--- config.mk ---
export PLATFORM = sky130hd
export DESIGN_NAME = signal_merge
export DESIGN_NICKNAME = d
export VERILOG_FILES = /design/src/rtl/signal_merge.sv
export SDC_FILE = /design/constraint.sdc
export NUM_CORES = 1
export LEC_CHECK = 0
export CAP_MARGIN = 20
export CORE_MARGIN = 2
export CORE_UTILIZATION = 40
export DETAILED_ROUTE_END_ITERATION = 8
export PLACE_DENSITY = 0.68
export SLEW_MARGIN = 20
export SYNTH_ARGS = -nofsm -noshare
export SYNTH_HDL_FRONTEND = slang
export SYNTH_SLANG_ARGS = --single-unit
--- constraint.sdc ---
create_clock -name aclk -period 4.4 [get_ports aclk]
set_input_delay 1.32 -clock aclk [delete_from_list [all_inputs] [get_ports aclk]]
set_output_delay 1.32 -clock aclk [all_outputs]
set_load 0.01 [all_outputs]
--- src/rtl/signal_merge.sv ---
// signal_merge: pairs two signed AXI-Stream channels into one {ch2, ch1} word through 2-deep per-channel FIFOs.
// Define SIGNAL_MERGE_SAT_EN for saturating packing with sticky clip flags; otherwise halves wrap around.
`timescale 1ns/1ps
module signal_merge #(
    parameter int unsigned ADC_DATA_WIDTH   = 16,
    parameter int unsigned AXIS_TDATA_WIDTH = 32,
    parameter int unsigned SHIFT            = 0
) (
    input  logic                        aclk,
    input  logic                        areset,
    input  logic [AXIS_TDATA_WIDTH-1:0] S_AXIS_tdata_PORT1,
    input  logic                        S_AXIS_tvalid_PORT1,
    output logic                        S_AXIS_tready_PORT1,
    input  logic [AXIS_TDATA_WIDTH-1:0] S_AXIS_tdata_PORT2,
    input  logic                        S_AXIS_tvalid_PORT2,
    output logic                        S_AXIS_tready_PORT2,
    output logic [AXIS_TDATA_WIDTH-1:0] M_AXIS_tdata,
    output logic                        M_AXIS_tvalid,
    input  logic                        M_AXIS_tready,
    input  logic                        sat_clr,
    output logic [1:0]                  sat_flag
);
    localparam int unsigned DW = AXIS_TDATA_WIDTH;
    localparam int unsigned AW = ADC_DATA_WIDTH;

    logic [DW-1:0]        in_data [2];
    logic [1:0]           in_valid;
    logic [DW-1:0]        mem_q   [2][2];
    logic [1:0]           cnt_q   [2];
    logic [1:0]           cnt_d   [2];
    logic [1:0]           wr_q, wr_d;
    logic [1:0]           rd_q, rd_d;
    logic [1:0]           rdy_q, rdy_d;
    logic [1:0]           push;
    logic [1:0]           nonempty;
    logic                 load;
    logic signed [DW-1:0] s       [2];
    logic [AW-1:0]        half    [2];
    logic [1:0]           clip;
    logic                 mvalid_q, mvalid_d;
    logic [DW-1:0]        mdata_q, mdata_d;
    logic [1:0]           sat_q, sat_d;

    assign in_data[0] = S_AXIS_tdata_PORT1;
    assign in_data[1] = S_AXIS_tdata_PORT2;
    assign in_valid   = {S_AXIS_tvalid_PORT2, S_AXIS_tvalid_PORT1};

    // Both heads leave together, so pairing always follows arrival order.
    assign push     = in_valid & rdy_q;
    assign nonempty = {cnt_q[1] != 2'd0, cnt_q[0] != 2'd0};
    assign load     = (&nonempty) && (!mvalid_q || M_AXIS_tready);

    always_comb begin
        wr_d  = wr_q;
        rd_d  = rd_q;
        rdy_d = 2'b00;
        for (int c = 0; c < 2; c++) begin
            cnt_d[c] = cnt_q[c];
            if (push[c] && !load) begin
                cnt_d[c] = cnt_q[c] + 2'd1;
            end else if (!push[c] && load) begin
                cnt_d[c] = cnt_q[c] - 2'd1;
            end
            rdy_d[c] = (cnt_d[c] != 2'd2);
            if (push[c]) wr_d[c] = ~wr_q[c];
            if (load)    rd_d[c] = ~rd_q[c];
        end
    end

    // Per-channel shift and narrowing of the FIFO head.
    always_comb begin
        clip = 2'b00;
        for (int c = 0; c < 2; c++) begin
            s[c] = $signed(mem_q[c][rd_q[c]]) >>> SHIFT;
`ifdef SIGNAL_MERGE_SAT_EN
            clip[c] = !((&s[c][DW-1:AW-1]) || !(|s[c][DW-1:AW-1]));
            if (clip[c]) begin
                half[c] = s[c][DW-1] ? {1'b1, {(AW-1){1'b0}}} : {1'b0, {(AW-1){1'b1}}};
            end else begin
                half[c] = AW'(s[c]);
            end
`else
            half[c] = AW'(s[c]);
`endif
        end
    end

    always_comb begin
        mvalid_d = mvalid_q;
        mdata_d  = mdata_q;
        if (load) begin
            mvalid_d = 1'b1;
            mdata_d  = DW'({half[1], half[0]});
        end else if (M_AXIS_tready) begin
            mvalid_d = 1'b0;
        end
    end

    // A clip landing in the same cycle as a clear wins.
    always_comb begin
`ifdef SIGNAL_MERGE_SAT_EN
        sat_d = sat_clr ? 2'b00 : sat_q;
        if (load) sat_d = sat_d | clip;
`else
        sat_d = 2'b00;
`endif
    end

`ifndef SIGNAL_MERGE_SAT_EN
    logic unused_bits;
    assign unused_bits = ^{sat_clr, clip, s[0][DW-1:AW], s[1][DW-1:AW]};
`endif

    always_ff @(posedge aclk or posedge areset) begin
        if (areset) begin
            for (int c = 0; c < 2; c++) cnt_q[c] <= 2'd0;
            wr_q     <= 2'b00;
            rd_q     <= 2'b00;
            rdy_q    <= 2'b00;
            mvalid_q <= 1'b0;
            mdata_q  <= '0;
            sat_q    <= 2'b00;
        end else begin
            for (int c = 0; c < 2; c++) cnt_q[c] <= cnt_d[c];
            wr_q     <= wr_d;
            rd_q     <= rd_d;
            rdy_q    <= rdy_d;
            mvalid_q <= mvalid_d;
            mdata_q  <= mdata_d;
            sat_q    <= sat_d;
        end
    end

    always_ff @(posedge aclk) begin
        for (int c = 0; c < 2; c++) begin
            if (push[c]) mem_q[c][wr_q[c]] <= in_data[c];
        end
    end

    assign S_AXIS_tready_PORT1 = rdy_q[0];
    assign S_AXIS_tready_PORT2 = rdy_q[1];
    assign M_AXIS_tvalid       = mvalid_q;
    assign M_AXIS_tdata        = mdata_q;
    assign sat_flag            = sat_q;
endmodule

==> key figures, run 1 <==
Synth
  – Area leader, netlist: edfxtp_1
  – Number of enable flip-flop cells after synthesis: 64
  – Mapped Cells: 262
  – Syn avg cell area: 15.3 µm²
  – Synthesized cell area: 4010 µm²
  – Post-synth ARST share: 0.402
  – Synth Flop Type: edfxtp_1
  – Seq cells post-synth: 107
  – Unique masters post-synth: 28
  – Leading post-synthesis cells by cell area: edfxtp_1 48%, dfrtp_1 27%, mux2i_1 8.2%
  – Ys Warns: 0
  – Synth top area share: 0.479
  – Sequential fraction of the synthesis area: 0.748

Critical path
  – Crit Path Category: input port to flop
  – CP Launch Type: input port
  – Crit path DAT: 2.69 ns
  – Req. time, crit path: 4.39 ns
  – Critical-path maximum fanout: 16
  – Critical Path End Type: flop

Min path
  – Hold crit path type: flop to flop

STA
  – Max-slew violation count: 0
  – Period utilization: 0.614
  – Minimum clock period: 2.70 ns
  – Final Skew: 0.0114 ns
  – Rel. slew slack: 0.382
  – Least-Margin Pin Slew: 0.927 ns
  – TNS Setup: 0 ns
  – RSZ-0062 raised after global routing: false
  – Final Hold Viols: 0
  – Setup Viol. Count Final: 0
  – Fmax: 0.370 GHz

CTS
  – Max clock buf depth: 2
  – CTS sink count: 107
  – CTS Hold Bufs: 0
  – CTS tree: built
  – H-Tree Depth: 3
  – CTS resizes: 0
  – Setup bufs post-CTS: 0
  – CTS root buffer: clkbuf_8
  – Later-pin clock latency in the skew report: 0.36 ns
  – TritonCTS buffer count: 9
  – Reg clk slew, reported paths: 0.09 ns

Finish
  – Layout cells sized above 1: 0.0742
  – Non-Filler Instances: 470
  – Layout overhead on the synthesized area: 25.2%
  – Commonest non-fill, non-tap cell in the layout: clkdlybuf4s50_1
  – Most frequent cells in the layout: 71 x clkdlybuf4s50_1, 64 x edfxtp_1, 43 x dfrtp_1, 35 x nand2_1, 34 x o21ai_0
  – Diode count: 0
  – Final net count: 404

Flow run
  – Max-cap violations: 0

Detailed routing
  – Via count: 2191
  – Iteration-0 DRC Markers: 60
  – DR top layer: met4
  – DR pass1 iterations: 4
  – DR WL met2: 3340 µm
  – Post-route ant nets: 0
  – Met3 wire length: 363 µm
  – Vias per cell: 4.66
  – DR WL/cell: 14.1 µm
  – DRC: 0
  – Routed WL: 6630 µm
  – Wire length on met1: 2790 µm

Placement
  – GP Congestion: 0.707
  – Placed instance count: 454
  – Buffers on Ports: 71
  – Post-DP HPWL: 4260 µm

Pwr
  – P_leak: 1.96 nW
  – P per Cell Area: 681 nW/µm²
  – Clock power frac: 0.178
  – Combinational power share: 0.344
  – Switching share of total power: 0.333
  – Net Switching: 0.00114 W
  – Sequential share of power: 0.478
  – P_int: 0.00228 W
  – Worst IR drop on VDD: 0.000282 V

Floorplan
  – Initial Util: 0.412
  – Rows: 36
  – Die H: 104 µm
  – Die ar.: 10800 µm²
  – Top-level I/O count: 107
  – Die width: 104 µm
  – Total core area: 9730 µm²

Global route
  – Grt total ovfl: 0
  – Tot GR Track Use: 0.131
  – Number of global-route vias before repair: 2302
  – Initial antenna violation count: 0
  – Pin count of the biggest net entering global routing: 72
  – First-pass GRT wire length: 11100 µm

Status
  – Status: complete, no violations
-- metrics by stage --
step                cell area [µm²]  hold WS, ns  setup WS (ns)  total power (W)  utilization
global placement               4810        0.461           1.27          0.00281        0.494
floorplan                      4010        0.446           1.82          0.00237            -
CTS                            5020        0.487           1.66          0.00347        0.516
global route                   5020        0.509           1.59          0.00367        0.516
detailed placement             4810        0.469           1.25          0.00286        0.494
finish                         5020        0.486           1.70          0.00342        0.516
-- cell usage after synthesis, types with 3 or more instances --
| library cell | instances |
|---|---|
| a21oi_1 | 5 |
| buf_2 | 5 |
| buf_6 | 3 |
| clkbuf_1 | 4 |
| dfrtp_1 | 43 |
| edfxtp_1 | 64 |
| inv_1 | 6 |
| mux2i_1 | 33 |
| nand2_1 | 35 |
| o21ai_0 | 34 |
| xnor2_1 | 8 |
-- per-layer routing --
metal  vias up  track usage
li1       1080            -
met1      1041        0.154
met2        58        0.223
met3        12       0.0388
met4         0       0.0579
met5         -            0
-- logic make-up after synthesis --
| group | after synthesis | synth area share |
|---|---|---|
| flip-flops | 107 | 0.748 |
| buffers and inverters | 20 | 0.0278 |
| other | 1 | 0.000935 |
| adder cells (fa/ha/maj) | 3 | 0.00905 |
| AND/OR/NAND/NOR | 44 | 0.0503 |
| AO/OA/AOI/OAI | 46 | 0.0643 |
| XOR/XNOR | 8 | 0.0175 |
| multiplexers | 33 | 0.0824 |
-- final cells by class --
class / count / area (µm²)
Clock buffer: 9 / 124
Fill cell: 853 / 4710
Timing Repair Buffer: 72 / 718
Sequential cell: 107 / 3000
Tap cell: 133 / 166
Inverter: 6 / 23.8
Clock inverter: 7 / 82.6
Multi-Input combinational cell: 136 / 906
-- worst max-delay path: stages --
cell and delay [ns]:
clkdlybuf4s50_1 0.47, nand2_1 0.18, nor2_2 0.70
-- worst paths after layout --
check | from | to | slack (ns) | depth (start not counted)
min reg2reg | M_AXIS_tdata[13]$_DFFE_PP0P_ | M_AXIS_tdata[13]$_DFFE_PP0P_ | 0.49 | 2
min in group asynchronous | areset | M_AXIS_tdata[15]$_DFFE_PP0P_ | 1.41 | 2
max | S_AXIS_tvalid_PORT1 | mem_q[0][32]$_DFFE_PP_ | 1.70 | 3
max in group asynchronous | areset | M_AXIS_tdata[30]$_DFFE_PP0P_ | 2.50 | 2
min | M_AXIS_tdata[13]$_DFFE_PP0P_ | M_AXIS_tdata[13]$_DFFE_PP0P_ | 0.49 | 2
max reg2reg | cnt_q[2]$_DFF_PP0_ | cnt_q[1]$_DFF_PP0_ | 2.36 | 6
-- sequential cells by signal, indices dropped and copies added, names as in the netlist --
name	count
mem_q	64
wr_q	2
rd_q	2
M_AXIS_tdata	32
rdy_q	2
M_AXIS_tvalid	1
cnt_q	4
-- power groups by stage --
stage                     Sequential [W]  Clock, W  Combinational (W)
after floorplan                  0.00163         0           0.000743
after global placement           0.00165         0            0.00116
after detailed placement         0.00166         0            0.00120
after CTS                        0.00164  0.000633            0.00120
after global routing             0.00168  0.000676            0.00132
final                            0.00163  0.000610            0.00117
Note: power is estimated with default switching activity, not from simulation.
==> run 2, diff against run 1 <==
--- a/config.mk
+++ b/config.mk
@@ -9,7 +9,7 @@
 export CORE_MARGIN = 2
 export CORE_UTILIZATION = 40
 export DETAILED_ROUTE_END_ITERATION = 8
-export PLACE_DENSITY = 0.68
+export PLACE_DENSITY = 0.71
 export SLEW_MARGIN = 20
 export SYNTH_ARGS = -nofsm -noshare
 export SYNTH_HDL_FRONTEND = slang
==> constraint.sdc (replaced) <==
create_clock -name aclk -period 2.35 [get_ports aclk]
set_input_delay 0.705 -clock aclk [delete_from_list [all_inputs] [get_ports aclk]]
set_output_delay 0.705 -clock aclk [all_outputs]
set_load 0.01 [all_outputs]
==> run 2 against run 1 <==
Compared with the run above:
- flip-flop and latch count stayed put
- clock skew is 0.0046 ns lower
- final cell count is 1.9% higher
- wire length is 4.1% higher
- clock power is 100% higher
- critical endpoint is now M_AXIS_tvalid
==> key figures, run 2 (synthesis gave the netlist of run 1 again) <==
Floorplan
  – Die width: 104 µm (unchanged)
  – Rows: 36 (unchanged)
  – Total core area: 9730 µm² (unchanged)
  – Initial Util: 0.412 (unchanged)
  – Die ar.: 10800 µm² (unchanged)
  – Die H: 104 µm (unchanged)
  – Top-level I/O count: 107 (unchanged)

Pwr
  – Switching share of total power: 0.323 (was 0.333)
  – Clock power frac: 0.186 (was 0.178)
  – P_int: 0.00448 W (was 0.00228 W)
  – Total power: 0.00661 W (was 0.00342 W)
  – Worst IR drop on VDD: 0.000560 V (was 0.000282 V)
  – Net Switching: 0.00214 W (was 0.00114 W)
  – P_leak: 2.01 nW (was 1.96 nW)
  – Sequential share of power: 0.445 (was 0.478)
  – P per Cell Area: 1290 nW/µm² (was 681 nW/µm²)
  – Combinational power share: 0.370 (was 0.344)

STA
  – Minimum clock period: 2.01 ns
  – Setup Viol. Count Final: 0 (unchanged)
  – Rel. slew slack: 0.635 (was 0.382)
  – Fmax: 0.498 GHz
  – Final Hold Viols: 0 (unchanged)
  – Period utilization: 0.854
  – Worst setup margin: 0.343 ns (was 1.70 ns)
  – Max-slew violation count: 0 (unchanged)
  – Final Skew: 0.00681 ns (was 0.0114 ns)
  – RSZ-0062 raised after global routing: false (unchanged)
  – Least-Margin Pin Slew: 0.534 ns (was 0.927 ns)
  – TNS Setup: 0 ns (unchanged)

Finish
  – Diode count: 0 (unchanged)
  – Layout cells sized above 1: 0.0954 (was 0.0742)
  – Most frequent cells in the layout: 71 x clkdlybuf4s50_1, 64 x edfxtp_1, 43 x dfrtp_1, 35 x nand2_1, 34 x o21ai_0 (unchanged)
  – Non-Filler Instances: 479 (was 470)
  – Layout overhead on the synthesized area: 27.6% (was 25.2%)
  – Flip-flop count of the largest register after layout: 64 (unchanged)
  – Commonest non-fill, non-tap cell in the layout: clkdlybuf4s50_1 (unchanged)
  – Final net count: 413 (was 404)
  – Fillers: 854 (was 853)

CTS
  – Setup bufs post-CTS: 0 (unchanged)
  – CTS Hold Bufs: 0 (unchanged)
  – CTS tree: built (unchanged)
  – H-Tree Depth: 3 (unchanged)
  – Max clock buf depth: 2 (unchanged)
  – CTS resizes: 0 (unchanged)
  – TritonCTS buffer count: 9 (unchanged)
  – Reg clk slew, reported paths: 0.10 ns (was 0.09 ns)
  – CTS sink count: 107 (unchanged)
  – CTS root buffer: clkbuf_8 (unchanged)
  – Later-pin clock latency in the skew report: 0.35 ns (was 0.36 ns)

Critical path
  – Slowest CP cell: clkdlybuf4s50_1 (was nor2_2)
  – Req. time, crit path: 1.64 ns (was 4.39 ns)
  – Cell Chain, Critical Path: clkdlybuf4s50_1 (was clkdlybuf4s50_1 > nand2_1 > nor2_2)
  – Crit Path Category: flop to output port (was input port to flop)
  – Biggest cell delay along the critical path: 0.55 ns (was 0.70 ns)
  – CP Launch Type: flop (was input port)
  – Critical-path maximum fanout: 2 (was 16)
  – Crit path from: M_AXIS_tvalid$_DFFE_PP0P_ (was S_AXIS_tvalid_PORT1)
  – Reg-to-reg startpoint: cnt_q[2]$_DFF_PP0_ (unchanged)
  – Critical Path End Type: output port (was flop)
  – Crit path DAT: 1.30 ns (was 2.69 ns)
  – Top delay family on crit path: buffers and inverters (was simple AND/OR/NAND/NOR gates)
  – Critical path buffer and inverter count: 1 (unchanged)

Detailed routing
  – Post-route ant nets: 0 (unchanged)
  – DR WL/cell: 14.4 µm (was 14.1 µm)
  – DRC: 0 (unchanged)
  – Via count: 2274 (was 2191)
  – Iteration-0 DRC Markers: 110 (was 60)
  – Routed WL: 6900 µm (was 6630 µm)
  – Vias per cell: 4.75 (was 4.66)
  – DR pass1 iterations: 4 (unchanged)

Global route
  – Grt total ovfl: 0 (unchanged)
  – Tot GR Track Use: 0.135 (was 0.131)
  – Initial antenna violation count: 0 (unchanged)
  – Number of global-route vias before repair: 2316 (was 2302)
  – First-pass GRT wire length: 11300 µm (was 11100 µm)
  – Pin count of the biggest net entering global routing: 30 (was 72)

Min path
  – Hold crit path type: flop to flop (unchanged)
  – Worst hold start: M_AXIS_tdata[14]$_DFFE_PP0P_ (was M_AXIS_tdata[13]$_DFFE_PP0P_)

Status
  – Status: complete, no violations (unchanged)

Placement
  – Placed instance count: 463 (was 454)
  – Buffers on Ports: 71 (unchanged)
  – GP Congestion: 0.749 (was 0.707)
  – Post-DP HPWL: 4690 µm (was 4260 µm)
  – Place WS: 0.148 ns (was 1.25 ns)

Flow run
  – Max-cap violations: 0 (unchanged)
## run 2: cell count changes in the layout (fill, tap and decap cells not counted)
| cell | change |
|---|---|
| bufinv_16 | +1 |
| buf_4 | +8 |
| clkinvlp_4 | +1 |
| inv_6 | -1 |
| nor2_2 | -1 |
| clkbuf_8 | +1 |
| nor2_1 | +1 |
| inv_8 | -2 |
| inv_2 | +1 |
| clkinv_2 | -1 |
| buf_12 | +1 |
## run 2: metal layers
metal | share of wire | GRT usage
met5 | 0 | 0
met4 | 0.010 | 0.0550
met3 | 0.058 | 0.0388
met2 | 0.52 | 0.230
met1 | 0.41 | 0.160
## run 2: final timing paths
check,endpoint,slack [ns],depth (start not counted)
setup / recovery,M_AXIS_tvalid,0.34,1
min in group asynchronous,M_AXIS_tdata[26]$_DFFE_PP0P_,0.72,2
setup reg to reg,cnt_q[1]$_DFF_PP0_,0.60,6
hold / removal,M_AXIS_tdata[14]$_DFFE_PP0P_,0.48,2
max in group asynchronous,M_AXIS_tdata[31]$_DFFE_PP0P_,1.07,3
hold reg to reg,M_AXIS_tdata[14]$_DFFE_PP0P_,0.48,2
## run 2: stage by stage
stage               utilization  hold slack (ns)  cell area, µm²
finish                    0.526            0.482            5110
global route              0.526            0.514            5110
CTS                       0.526            0.492            5110
detailed placement        0.502            0.469            4890
global placement          0.502            0.460            4890
floorplan                     -            0.446            4010
## run 2: power by group through the flow
stage	sequential, W	combinational (W)	clock (W)
after floorplan	0.00305	0.00139	0
after global placement	0.00297	0.00238	0
after detailed placement	0.00299	0.00248	0
after CTS	0.00296	0.00248	0.00127
after global routing	0.00302	0.00270	0.00134
final	0.00294	0.00244	0.00123
## run 2: area by class of cell
cell class	instances	area, µm²	share of cell area
clock inverters	6	88.8	0.0174
repair buffers	81	798	0.156
inverters	6	22.5	0.00440
clock buffers	10	138	0.0269
well taps	133	166	0.0325
flip-flops and latches	107	3000	0.586
multi-input cells	136	903	0.177
==> run 3, diff against run 2 <==
--- a/config.mk
+++ b/config.mk
@@ -6,6 +6,7 @@
 export NUM_CORES = 1
 export LEC_CHECK = 0
 export CAP_MARGIN = 20
+export CORE_ASPECT_RATIO = 1.25
 export CORE_MARGIN = 2
 export CORE_UTILIZATION = 40
 export DETAILED_ROUTE_END_ITERATION = 8
==> run 3 against run 2 <==
Compared with the run above:
- power rose by 2.8%
- combinational power barely moved
- maximum frequency rose by 1.3%
- wire length rose by 0.73%
- highest routed layer unchanged
==> key figures, run 3 (synthesis gave the netlist of run 1 again) <==
CTS
  – Reg clk slew, reported paths: 0.07 ns (was 0.10 ns)
  – CTS resizes: 0 (unchanged)
  – CTS tree: built (unchanged)
  – CTS root buffer: clkbuf_16 (was clkbuf_8)
  – Max clock buf depth: 2 (unchanged)
  – CTS sink count: 107 (unchanged)
  – Setup bufs post-CTS: 0 (unchanged)
  – TritonCTS buffer count: 9 (unchanged)
  – Later-pin clock latency in the skew report: 0.33 ns (was 0.35 ns)
  – H-Tree Depth: 3 (unchanged)
  – CTS Hold Bufs: 0 (unchanged)

Finish
  – Final net count: 413 (unchanged)
  – Finished Cell Area: 5190 µm² (was 5110 µm²)
  – Layout cells sized above 1: 0.0925 (was 0.0954)
  – Non-Filler Instances: 472 (was 479)
  – Finished Core Util: 0.534 (was 0.526)
  – Layout overhead on the synthesized area: 29.4% (was 27.6%)
  – Diode count: 0 (unchanged)
  – Most frequent cells in the layout: 71 x clkdlybuf4s50_1, 64 x edfxtp_1, 43 x dfrtp_1, 35 x nand2_1, 34 x o21ai_0 (unchanged)
  – Flip-flop count of the largest register after layout: 64 (unchanged)
  – Commonest non-fill, non-tap cell in the layout: clkdlybuf4s50_1 (unchanged)

Critical path
  – CP Launch Type: flop (unchanged)
  – FF-to-FF path depth: 7 (was 6)
  – Critical-path maximum fanout: 4 (was 2)
  – Critical Path End Type: output port (unchanged)
  – Reg2reg end: cnt_q[1]$_DFF_PP0_ (unchanged)
  – Reg-to-reg startpoint: cnt_q[2]$_DFF_PP0_ (unchanged)
  – Biggest cell delay along the critical path: 0.56 ns (was 0.55 ns)
  – Req. time, crit path: 1.64 ns (about the same)
  – Crit path from: rdy_q[1]$_DFF_PP0_ (was M_AXIS_tvalid$_DFFE_PP0P_)
  – R2r setup slk: 0.67 ns (was 0.60 ns)
  – Critical path buffer and inverter count: 1 (unchanged)
  – Crit path DAT: 1.28 ns (was 1.30 ns)
  – Top delay family on crit path: buffers and inverters (unchanged)
  – Cell Chain, Critical Path: clkdlybuf4s50_1 (unchanged)
  – Slowest CP cell: clkdlybuf4s50_1 (unchanged)
  – Crit Path Category: flop to output port (unchanged)

Global route
  – Tot GR Track Use: 0.133 (was 0.135)
  – Grt total ovfl: 0 (unchanged)
  – First-pass GRT wire length: 10900 µm (was 11300 µm)
  – Initial antenna violation count: 0 (unchanged)
  – Number of global-route vias before repair: 2286 (was 2316)
  – Pin count of the biggest net entering global routing: 37 (was 30)

Placement
  – Placed inst area: 4890 µm² (about the same)
  – Buffers on Ports: 71 (unchanged)
  – Placed instance count: 456 (was 463)
  – GP Congestion: 0.690 (was 0.749)
  – Post-DP HPWL: 4830 µm (was 4690 µm)

Detailed routing
  – Routed WL: 6950 µm (was 6900 µm)
  – DRC: 0 (unchanged)
  – DR pass1 iterations: 4 (unchanged)
  – Post-route ant nets: 0 (unchanged)
  – Iteration-0 DRC Markers: 80 (was 110)
  – Via count: 2250 (was 2274)
  – DR WL/cell: 14.7 µm (was 14.4 µm)
  – Vias per cell: 4.77 (was 4.75)

STA
  – Final Hold Viols: 0 (unchanged)
  – Minimum clock period: 1.98 ns (was 2.01 ns)
  – Period utilization: 0.843 (was 0.854)
  – RSZ-0062 raised after global routing: false (unchanged)
  – Max-slew violation count: 0 (unchanged)
  – Fmax: 0.505 GHz (was 0.498 GHz)
  – TNS Setup: 0 ns (unchanged)
  – Setup Viol. Count Final: 0 (unchanged)
  – Final Skew: 0.00933 ns (was 0.00681 ns)

Floorplan
  – Top-level I/O count: 107 (unchanged)
  – Die width: 93.5 µm (was 104 µm)
  – Rows: 40 (was 36)
  – Initial Util: 0.413 (was 0.412)
  – Die ar.: 10800 µm² (about the same)
  – Die H: 116 µm (was 104 µm)
  – Total core area: 9710 µm² (was 9730 µm²)

Min path
  – WHS Endpoint: M_AXIS_tdata[19]$_DFFE_PP0P_ (was M_AXIS_tdata[14]$_DFFE_PP0P_)
  – Worst hold start: M_AXIS_tdata[19]$_DFFE_PP0P_ (was M_AXIS_tdata[14]$_DFFE_PP0P_)
  – Hold path depth: 2 (unchanged)
  – Hold crit path type: flop to flop (unchanged)

Pwr
  – P_leak: 2.05 nW (was 2.01 nW)
  – P per Cell Area: 1310 nW/µm² (was 1290 nW/µm²)
  – Worst IR drop on VDD: 0.000405 V (was 0.000560 V)
  – Total power: 0.00680 W (was 0.00661 W)

Status
  – Status: complete, no violations (unchanged)

Flow run
  – Max-cap violations: 0 (unchanged)
-- run 3: metrics by stage --
step / hold WS, ns / worst slack [ns]
floorplan: 0.446 / 0.387
global placement: 0.462 / 0.265
detailed placement: 0.470 / 0.261
CTS: 0.486 / 0.349
global route: 0.515 / 0.306
finish: 0.476 / 0.369
-- run 3: metal layers --
metal  track usage  up-vias  part of all wire
met5             0        -                 0
met3        0.0241        4             0.038
met1         0.151     1098              0.41
met4        0.0580        0            0.0098
li1              -     1096                 -
met2         0.244       52              0.55
-- run 3: final cells by class --
cell class              instances  area (µm²)
fillers                       834        4520
clock buffers                  13         272
flip-flops and latches        107        3000
inverters                       6        22.5
repair buffers                 81         811
well taps                     126         158
multi-input cells             136         906
clock inverters                 3        21.3
-- run 3: worst max-delay path by stage --
stage / endpoint / cells past startpoint / slack, ns
6_report: S_AXIS_tready_PORT2 / 1 / 0.37
5_1_grt: S_AXIS_tready_PORT2 / 1 / 0.31
4_1_cts: S_AXIS_tready_PORT2 / 1 / 0.35
3_5_place_dp: cnt_q[1]$_DFF_PP0_ / 6 / 0.26
3_3_place_gp: cnt_q[1]$_DFF_PP0_ / 6 / 0.26
2_1_floorplan: mem_q[0][32]$_DFFE_PP_ / 2 / 0.39
-- run 3: power by group --
part           switching [W]  leakage [nW]  internal [W]
Combinational        0.00125         0.793       0.00119
Sequential          0.000286          1.11       0.00265
Clock               0.000614         0.141      0.000815
Total                0.00215          2.05       0.00466
